### src/rtl/regfile_access_ctrl.sv
// Host-side command master for the 32x32 register file: sequences single writes, dual-port reads
// and a write-then-verify self-test sweep, returning one response per accepted command.
module regfile_access_ctrl #(
    parameter int DATA_W   = 32,
    parameter int ADDR_W   = 5,
    parameter int NUM_REGS = 32
) (
    input  logic              clock,
    input  logic              ctrl_reset_n,
    input  logic              cmd_valid,
    output logic              cmd_ready,
    input  logic [1:0]        cmd_op,
    input  logic [ADDR_W-1:0] cmd_addr,
    input  logic [DATA_W-1:0] cmd_data,
    output logic              rsp_valid,
    input  logic              rsp_ready,
    output logic [DATA_W-1:0] rsp_data,
    output logic              rsp_err,
    output logic              rf_writeEn,
    output logic [ADDR_W-1:0] rf_writeReg,
    output logic [DATA_W-1:0] rf_writeData,
    output logic [ADDR_W-1:0] rf_readRegA,
    output logic [ADDR_W-1:0] rf_readRegB,
    input  logic [DATA_W-1:0] rf_readDataA,
    input  logic [DATA_W-1:0] rf_readDataB
);

    localparam int                CNT_W    = ADDR_W + 2;
    localparam logic [ADDR_W-1:0] LAST_IDX = ADDR_W'(NUM_REGS - 1);
    localparam logic [ADDR_W-1:0] IDX_ONE  = ADDR_W'(1);

    typedef enum logic [2:0] {
        IDLE    = 3'd0,
        WRITE   = 3'd1,
        READ    = 3'd2,
        BIST_WR = 3'd3,
        BIST_RD = 3'd4,
        RESP    = 3'd5
    } stateT;

    stateT              stateR, stateNextS;
    logic [ADDR_W-1:0]  idxR, idxNextS;
    logic [CNT_W-1:0]   errCntR, errCntNextS, errCntSumS;
    logic [DATA_W-1:0]  seedR, seedNextS, expS;
    logic               cmdReadyR, cmdReadyNextS;
    logic               rspValidR, rspValidNextS;
    logic [DATA_W-1:0]  rspDataR, rspDataNextS;
    logic               rspErrR, rspErrNextS;
    logic               writeEnR, writeEnNextS;
    logic [ADDR_W-1:0]  writeRegR, writeRegNextS;
    logic [DATA_W-1:0]  writeDataR, writeDataNextS;
    logic [ADDR_W-1:0]  readRegR, readRegNextS;
    logic               acceptS;

    function automatic logic [DATA_W-1:0] bistPattern(input logic [DATA_W-1:0] seed,
                                                      input logic [ADDR_W-1:0] idx);
        return seed ^ DATA_W'(idx);
    endfunction

    function automatic logic [1:0] mismatchCount(input logic [DATA_W-1:0] a,
                                                 input logic [DATA_W-1:0] b,
                                                 input logic [DATA_W-1:0] exp);
        return {1'b0, (a != exp)} + {1'b0, (b != exp)};
    endfunction

    // The error counter saturates instead of wrapping so a badly broken array never reads as clean.
    function automatic logic [CNT_W-1:0] satAdd(input logic [CNT_W-1:0] cnt, input logic [1:0] inc);
        logic [CNT_W:0] sum;
        sum = {1'b0, cnt} + (CNT_W + 1)'(inc);
        return sum[CNT_W] ? {CNT_W{1'b1}} : sum[CNT_W-1:0];
    endfunction

    // FSM state register
    always_ff @(posedge clock or negedge ctrl_reset_n) begin
        if (!ctrl_reset_n) begin
            stateR <= IDLE;
        end else begin
            stateR <= stateNextS;
        end
    end

    // Next-state and next-output decode; every output is computed one cycle ahead and registered
    always_comb begin
        stateNextS     = stateR;
        idxNextS       = idxR;
        errCntNextS    = errCntR;
        seedNextS      = seedR;
        rspDataNextS   = rspDataR;
        rspErrNextS    = rspErrR;
        writeEnNextS   = 1'b0;
        writeRegNextS  = writeRegR;
        writeDataNextS = writeDataR;
        readRegNextS   = readRegR;
        acceptS        = cmd_valid & cmdReadyR;
        expS           = bistPattern(seedR, idxR);
        errCntSumS     = satAdd(errCntR, mismatchCount(rf_readDataA, rf_readDataB, expS));

        case (stateR)
            IDLE: begin
                if (acceptS) begin
                    seedNextS = cmd_data;
                    case (cmd_op)
                        2'b00: begin
                            stateNextS     = WRITE;
                            writeEnNextS   = 1'b1;
                            writeRegNextS  = cmd_addr;
                            writeDataNextS = cmd_data;
                        end
                        2'b01: begin
                            stateNextS   = READ;
                            readRegNextS = cmd_addr;
                        end
                        2'b10: begin
                            stateNextS     = BIST_WR;
                            idxNextS       = {ADDR_W{1'b0}};
                            errCntNextS    = {CNT_W{1'b0}};
                            writeEnNextS   = 1'b1;
                            writeRegNextS  = {ADDR_W{1'b0}};
                            writeDataNextS = bistPattern(cmd_data, {ADDR_W{1'b0}});
                        end
                        default: begin
                            stateNextS   = RESP;
                            rspDataNextS = {DATA_W{1'b0}};
                            rspErrNextS  = 1'b1;
                        end
                    endcase
                end else begin
                    stateNextS = IDLE;
                end
            end
            WRITE: begin
                stateNextS   = RESP;
                rspDataNextS = writeDataR;
                rspErrNextS  = 1'b0;
            end
            READ: begin
                stateNextS   = RESP;
                rspDataNextS = rf_readDataA;
                rspErrNextS  = (rf_readDataA != rf_readDataB);
            end
            BIST_WR: begin
                if (idxR == LAST_IDX) begin
                    stateNextS   = BIST_RD;
                    idxNextS     = {ADDR_W{1'b0}};
                    readRegNextS = {ADDR_W{1'b0}};
                end else begin
                    idxNextS       = idxR + IDX_ONE;
                    writeEnNextS   = 1'b1;
                    writeRegNextS  = idxR + IDX_ONE;
                    writeDataNextS = bistPattern(seedR, idxR + IDX_ONE);
                end
            end
            BIST_RD: begin
                errCntNextS = errCntSumS;
                if (idxR == LAST_IDX) begin
                    stateNextS   = RESP;
                    rspDataNextS = DATA_W'(errCntSumS);
                    rspErrNextS  = (errCntSumS != {CNT_W{1'b0}});
                end else begin
                    idxNextS     = idxR + IDX_ONE;
                    readRegNextS = idxR + IDX_ONE;
                end
            end
            RESP: begin
                if (rsp_ready) begin
                    stateNextS = IDLE;
                end else begin
                    stateNextS = RESP;
                end
            end
            default: begin
                stateNextS = IDLE;
            end
        endcase

        cmdReadyNextS = (stateNextS == IDLE);
        rspValidNextS = (stateNextS == RESP);
    end

    // Datapath and output registers; reset aborts any in-flight command without a response
    always_ff @(posedge clock or negedge ctrl_reset_n) begin
        if (!ctrl_reset_n) begin
            idxR       <= {ADDR_W{1'b0}};
            errCntR    <= {CNT_W{1'b0}};
            seedR      <= {DATA_W{1'b0}};
            cmdReadyR  <= 1'b0;
            rspValidR  <= 1'b0;
            rspDataR   <= {DATA_W{1'b0}};
            rspErrR    <= 1'b0;
            writeEnR   <= 1'b0;
            writeRegR  <= {ADDR_W{1'b0}};
            writeDataR <= {DATA_W{1'b0}};
            readRegR   <= {ADDR_W{1'b0}};
        end else begin
            idxR       <= idxNextS;
            errCntR    <= errCntNextS;
            seedR      <= seedNextS;
            cmdReadyR  <= cmdReadyNextS;
            rspValidR  <= rspValidNextS;
            rspDataR   <= rspDataNextS;
            rspErrR    <= rspErrNextS;
            writeEnR   <= writeEnNextS;
            writeRegR  <= writeRegNextS;
            writeDataR <= writeDataNextS;
            readRegR   <= readRegNextS;
        end
    end

    assign cmd_ready    = cmdReadyR;
    assign rsp_valid    = rspValidR;
    assign rsp_data     = rspDataR;
    assign rsp_err      = rspErrR;
    assign rf_writeEn   = writeEnR;
    assign rf_writeReg  = writeRegR;
    assign rf_writeData = writeDataR;
    assign rf_readRegA  = readRegR;
    assign rf_readRegB  = readRegR;

endmodule
### config.mk
export PLATFORM = sky130hd
export DESIGN_NAME = regfile_access_ctrl
export DESIGN_NICKNAME = d
export VERILOG_FILES = /design/src/rtl/regfile_access_ctrl.sv
export SDC_FILE = /design/constraint.sdc
export NUM_CORES = 1
export LEC_CHECK = 0
export BUFFER_PORTS_ARGS = -buffer_cell sky130_fd_sc_hd__buf_2
export CAP_MARGIN = 0
export CORE_MARGIN = 2
export CORE_UTILIZATION = 53
export DETAILED_ROUTE_END_ITERATION = 8
export PLACE_DENSITY = 0.78
export SYNTH_ARGS = -nofsm -noshare
export SYNTH_HDL_FRONTEND = slang
export SYNTH_SLANG_ARGS = --single-unit
### constraint.sdc
create_clock -name clock -period 3.79 [get_ports clock]
set_input_delay 0.5685 -clock clock [delete_from_list [all_inputs] [get_ports clock]]
set_output_delay 0.5685 -clock clock [all_outputs]
set_load 0.02 [all_outputs]
Word level (Yosys, flattened, before mapping). Index checks and enable logic that the tools add are counted.

Add/subtract/negate cells: 3. Eq/ne operators: 22. Multiplexer cells: 38. Bitwise logic cells: 3. Reduce and logical (&&, ||, !) cells: 18.

Operators with widths (number): $mux W32 (6); $pmux W32 S4 (1); $ne A32 B32 Y1 (3); $pmux W32 S2 (1); $xor A32 B5 Y32 (2); $mux W5 (8); $pmux W5 S3 (2); $mux W7 (3); $pmux W5 S2 (2); $reduce_and A4 Y1 (4); $pmux W3 S5 (1); $ne A2 B2 Y1 const B (7); $pmux W7 S2 (1); $mux W3 (4); $eq A3 B3 Y1 const B (3); $pmux W3 S3 (1); $add A7 B2 Y8 (1); $reduce_bool A7 Y1 (1); $eq A3 B2 Y1 const B (2); $logic_not A3 Y1 (2); $mux W1 (6); $add A5 B1 Y5 const B (1); $eq A5 B5 Y1 const B (1); $reduce_and A5 Y1 (1); other kinds (17) (20).

Register bits: 125. Word-level logic and storage cells: 96.

Depth between registers and ports, before layout.
Word-level depth: 8. Gate-level depth with buffers: 13. Depth with buffers taken out: 13.

Worst setup path before layout. No wires, ideal clock.

Path type: register to register. From: register seedR[1]. To: register rspDataR[2], in the netlist rsp_data[2]. Setup time: 0.083 ns. Data arrival time: 2.657 ns. Setup slack: 1.049 ns. Cell stages (with the launch flop): 14. Buffers on the path: 0. Period minus slack after synthesis: 2.741 ns. Cells stage by stage: dfrtp_1 xnor2_1 xnor2_1 nor4_1 nand3_1 nor3_1 fa_1 inv_1 ha_1 and2_1 or2_2 a21oi_1 a221oi_1 o21ai_0.

Word-level cells in the longest chain between the ends: 7.

Ends and longest elaborated chain: start: declaration (RTL line 44) `logic [DATA_W-1:0] seedR, seedNextS, expS;`; start signal: assignment (RTL line 185) `seedR <= {DATA_W{1'b0}};`; start signal: assignment (RTL line 197) `seedR <= seedNextS;`; $xor A32 B5 Y32 (*) (RTL line 57) `return seed ^ DATA_W'(idx);`; $ne A32 B32 Y1 (RTL line 63) `return {1'b0, (a != exp)} + {1'b0, (b != exp)};`; $add A1 B1 Y2 (*) (RTL line 63); $add A7 B2 Y8 (*) (RTL line 69) `sum = {1'b0, cnt} + (CNT_W + 1)'(inc);`; $mux W7 (*) (RTL line 70) `return sum[CNT_W] ? {CNT_W{1'b1}} : sum[CNT_W-1:0];`; $mux W32 (*) (RTL line 155) `if (idxR == LAST_IDX) begin`; $pmux W32 S4 (*) (RTL line 98) `case (stateR)`; end signal: assignment (RTL line 188) `rspDataR <= {DATA_W{1'b0}};`; end signal: assignment (RTL line 200) `rspDataR <= rspDataNextS;`; end: declaration (RTL line 47) `logic [DATA_W-1:0] rspDataR, rspDataNextS;`.

Mark *: on every way between the ends. The rest lies on a longest branch, timed or not. The select of a mux whose other input is x is not followed. A chain may end at the register's enable or synchronous reset.

Worst setup path after layout. Same ends and word-level chain as after synthesis.

==> key figures <==
STA
  – Fin. max-slew vios: 0
  – Fin crit period: 3231 ps
  – Max-slew headroom: 0.3058
  – Final setup violation count: 0
  – Final hold violations: 0
  – RSZ-0062 raised after global routing: no
  – Setup TNS: 0 ps
  – Fin worst setup slack: approximately 560 ps
  – Fmax: roughly 310 MHz
  – Ratio of final minimum period to clock period: 0.8525
  – Tightest Pin Transition: 1037 ps
  – Skew final: between 9 and 10 ps

Floorplanning
  – FP Rows: 41
  – Die Wd: roughly 120 um
  – Core ar.: 12570 sq um
  – I/O pin count: 190
  – Die area: 13750 sq um
  – Starting density of the core: 0.5411
  – Die height: 117.3 um

Finish
  – FILL cells: about 1.0k
  – Area grow syn2layout: 25.41%
  – Multi-input gate area: ~3400 sq um
  – Final Util: 0.6785
  – Final net count: 1036
  – Fraction of layout cells with a size suffix above 1: 0.2645
  – Reg area: 3128 sq um

Clock tree
  – CTS tree: yes
  – Clock tree sinks: between 100 and 150
  – Skew-Pair Late Insertion Delay: 420 ps
  – Clock Pin Slew Worst Setup and Hold Paths: about 60 ps
  – Post-CTS resize count: 0
  – Root Driver: clkbuf_16
  – CTS max path bufs: 2
  – CTS H-tree depth: 4
  – Total CTS buffers: 17

Synth
  – EDFF count, synth: 0
  – Ys async rst share: 1.000
  – #FFs+latches synth: roughly 130
  – Synth cell types: 49
  – Mapped Area: roughly 6800 sq um
  – Commonest register cell after synthesis: dfrtp_1
  – Register area share after synthesis: 0.4600
  – Mapped Cells: 743
  – Syn_area_per_cell: between 9 and 10 sq um
  – Yosys Warn Count: 0
  – Syn_nets: 858

Run status
  – Status: finished, final reports clean

Setup path
  – CP Launch Type: flop
  – Required time of the critical path: roughly 4100 ps
  – CP Max Fanout: 5
  – Setup CP Type: flop to flop
  – Arrival time worst endpoint: between 3000 and 4000 ps
  – CP endpoint kind: flop
  – Worst setup path start: seedR[1]
  – R2R Path Start: seedR[1]

Global route
  – Maximum number of pins on one net before global-route repair: ~110
  – Initial antenna violation count: 0
  – GR Overflow Total: 0
  – Global-route wire length before repair: approximately 31 mm
  – Number of global-route vias before repair: 5710
  – Overall Global Routing Usage: 0.3041

Hold path
  – Startpoint of the worst hold path: cmd_data[27]
  – HP Class: primary input to flop

Placed design
  – Worst slack, placed: around 530 ps
  – Post-DP HPWL: 14.83 mm
  – PortBufs: 189
  – Routability cong.: around 1

Power
  – Worst vdd ir: between 200 and 300 uV
  – Leak: 4.656 nW
  – Total power density per cell area: 382.4 nW/um^2

Drt
  – DR pass1 iterations: 6
  – 1st-iter DRT viols: roughly 790
  – Vias per cell: 5.791
  – DRC: 0
  – WL/cell: around 19 um
  – Detail Route Antenna Nets: 0
  – Final WL: 20.90 mm
  – Via count: between 6k and 7k

Run
  – Max-cap violations: 0
[Yosys cell counts, types with 2 or more instances]
cell	number	area share
xnor2_1	12	0.015
a21oi_1	14	0.010
nand3b_1	3	0.0033
a31oi_1	36	0.033
or3_1	2	0.0018
a221oi_1	8	0.010
buf_2	11	0.0081
inv_1	35	0.019
nand2_1	175	0.097
nand2b_1	4	0.0037
o21ai_0	17	0.013
o22ai_1	2	0.0018
nor3b_1	3	0.0033
and3b_1	2	0.0026
ha_1	7	0.013
nor2_1	47	0.026
mux2_2	7	0.012
a21o_1	7	0.0077
nor4_1	22	0.020
xor2_1	97	0.12
nor2b_1	3	0.0028
nand3_1	7	0.0052
clkbuf_1	28	0.015
nor3_1	6	0.0044
a22o_1	3	0.0039
nand4_1	8	0.0074
dfrtp_1	125	0.46
buf_4	5	0.0055
and4b_1	3	0.0044
a222oi_1	25	0.037
[kinds of logic (layout without fill, tap and decap cells)]
logic type,after synthesis,count (layout),synth area share
compound gates,124,124,0.1332
fa+ha+maj,8,8,0.01582
xor+xnor,109,109,0.1404
simple gates,290,290,0.1891
flops,125,125,0.4600
other cells,0,2,0
mux,8,8,0.01306
buf+inv,79,270,0.04839
[cell usage in the layout (no fill, tap or decap), types with 5 or more instances in the layout]
cell type	instances
mux2_2	7
nand4_1	8
clkbuf_16	17
xnor2_1	12
ha_1	7
nor4_1	22
a21oi_1	14
a31oi_1	36
buf_2	188
inv_1	35
a222oi_1	25
nor3_1	5
nand3_1	7
a221oi_1	8
dfrtp_1	125
xor2_1	97
o21ai_0	17
nor2_1	47
buf_4	13
a21o_1	7
nand2_1	175
[sequential cells by signal, summed over array words and instances, names as in the netlist]
register      flops
cmd_ready         1
errCntR           7
idxR              5
rf_readRegA       5
rf_writeData     32
rf_writeEn        1
rf_writeReg       5
rsp_data         32
rsp_err           1
rsp_valid         1
seedR            32
stateR            3
[metal layers]
layer,share of wire,routed length (um),GRT usage,up-vias
met3,0.081,1691,0.06488,54
met2,0.47,9902,0.4663,359
met5,0,0,0,-
met4,0.036,754,0.1380,0
li1,-,-,-,2928
met1,0.41,8551,0.4161,3075
[layout make-up]
type | instances | area share
tap | 172 | 0.02523
antenna | 2 | 0.0005869
clock inverter | 11 | 0.01922
sequential | 125 | 0.3668
timing repair buffer | 203 | 0.1253
multi-input combinational | 539 | 0.3935
inverter | 35 | 0.01540
clock buffer | 21 | 0.05399
[through the flow]
stage	power [mW]	hold slack (ps)	std cells	area, sq um
after global routing	3.365	347.3	1106	8523
after CTS	3.275	342.1	1106	8523
after detailed placement	1.562	438.0	1073	7889
after global placement	1.561	439.4	1073	7889
after floorplan	1.421	272.9	743	6800
final	3.261	356.3	1108	8528
[where the power goes]
| group | leakage [nW] | internal [mW] | switching [mW] |
|---|---|---|---|
| Clock | 0.303 | 1.13 | 0.586 |
| Sequential | 1.62 | 1.34 | 0.000000000172 |
| Combinational | 2.73 | 0.0806 | 0.127 |
[critical path, cell delays in order (launching register included)]
cell      delay [ps]
dfrtp_1          410
xnor2_1          310
xnor2_1          100
nor4_1           400
nand3_1          120
nor3_1           260
fa_1             290
inv_1             60
ha_1             220
and2_1           190
or2_2            290
a21oi_1          200
a221oi_1          90
o21ai_0          200
[what timing repair did]
action,4_1_cts,5_1_grt
endpoints found under the hold margin,14,0
setup buffers,0,0
hold buffers,1,0
[worst paths after layout]
check | slack (ps) | cells past startpoint | endpoint
min in group asynchronous | 550 | 2 | cmd_ready
worst max-delay path | 560 | 13 | rsp_data[2]
max in group asynchronous | 2350 | 3 | rsp_data[6]
worst min-delay path | 360 | 3 | seedR[27]
worst max register to register | 560 | 13 | rsp_data[2]
worst min register to register | 480 | 1 | errCntR[0]
No activity file was read; power rests on OpenSTA's default activity.
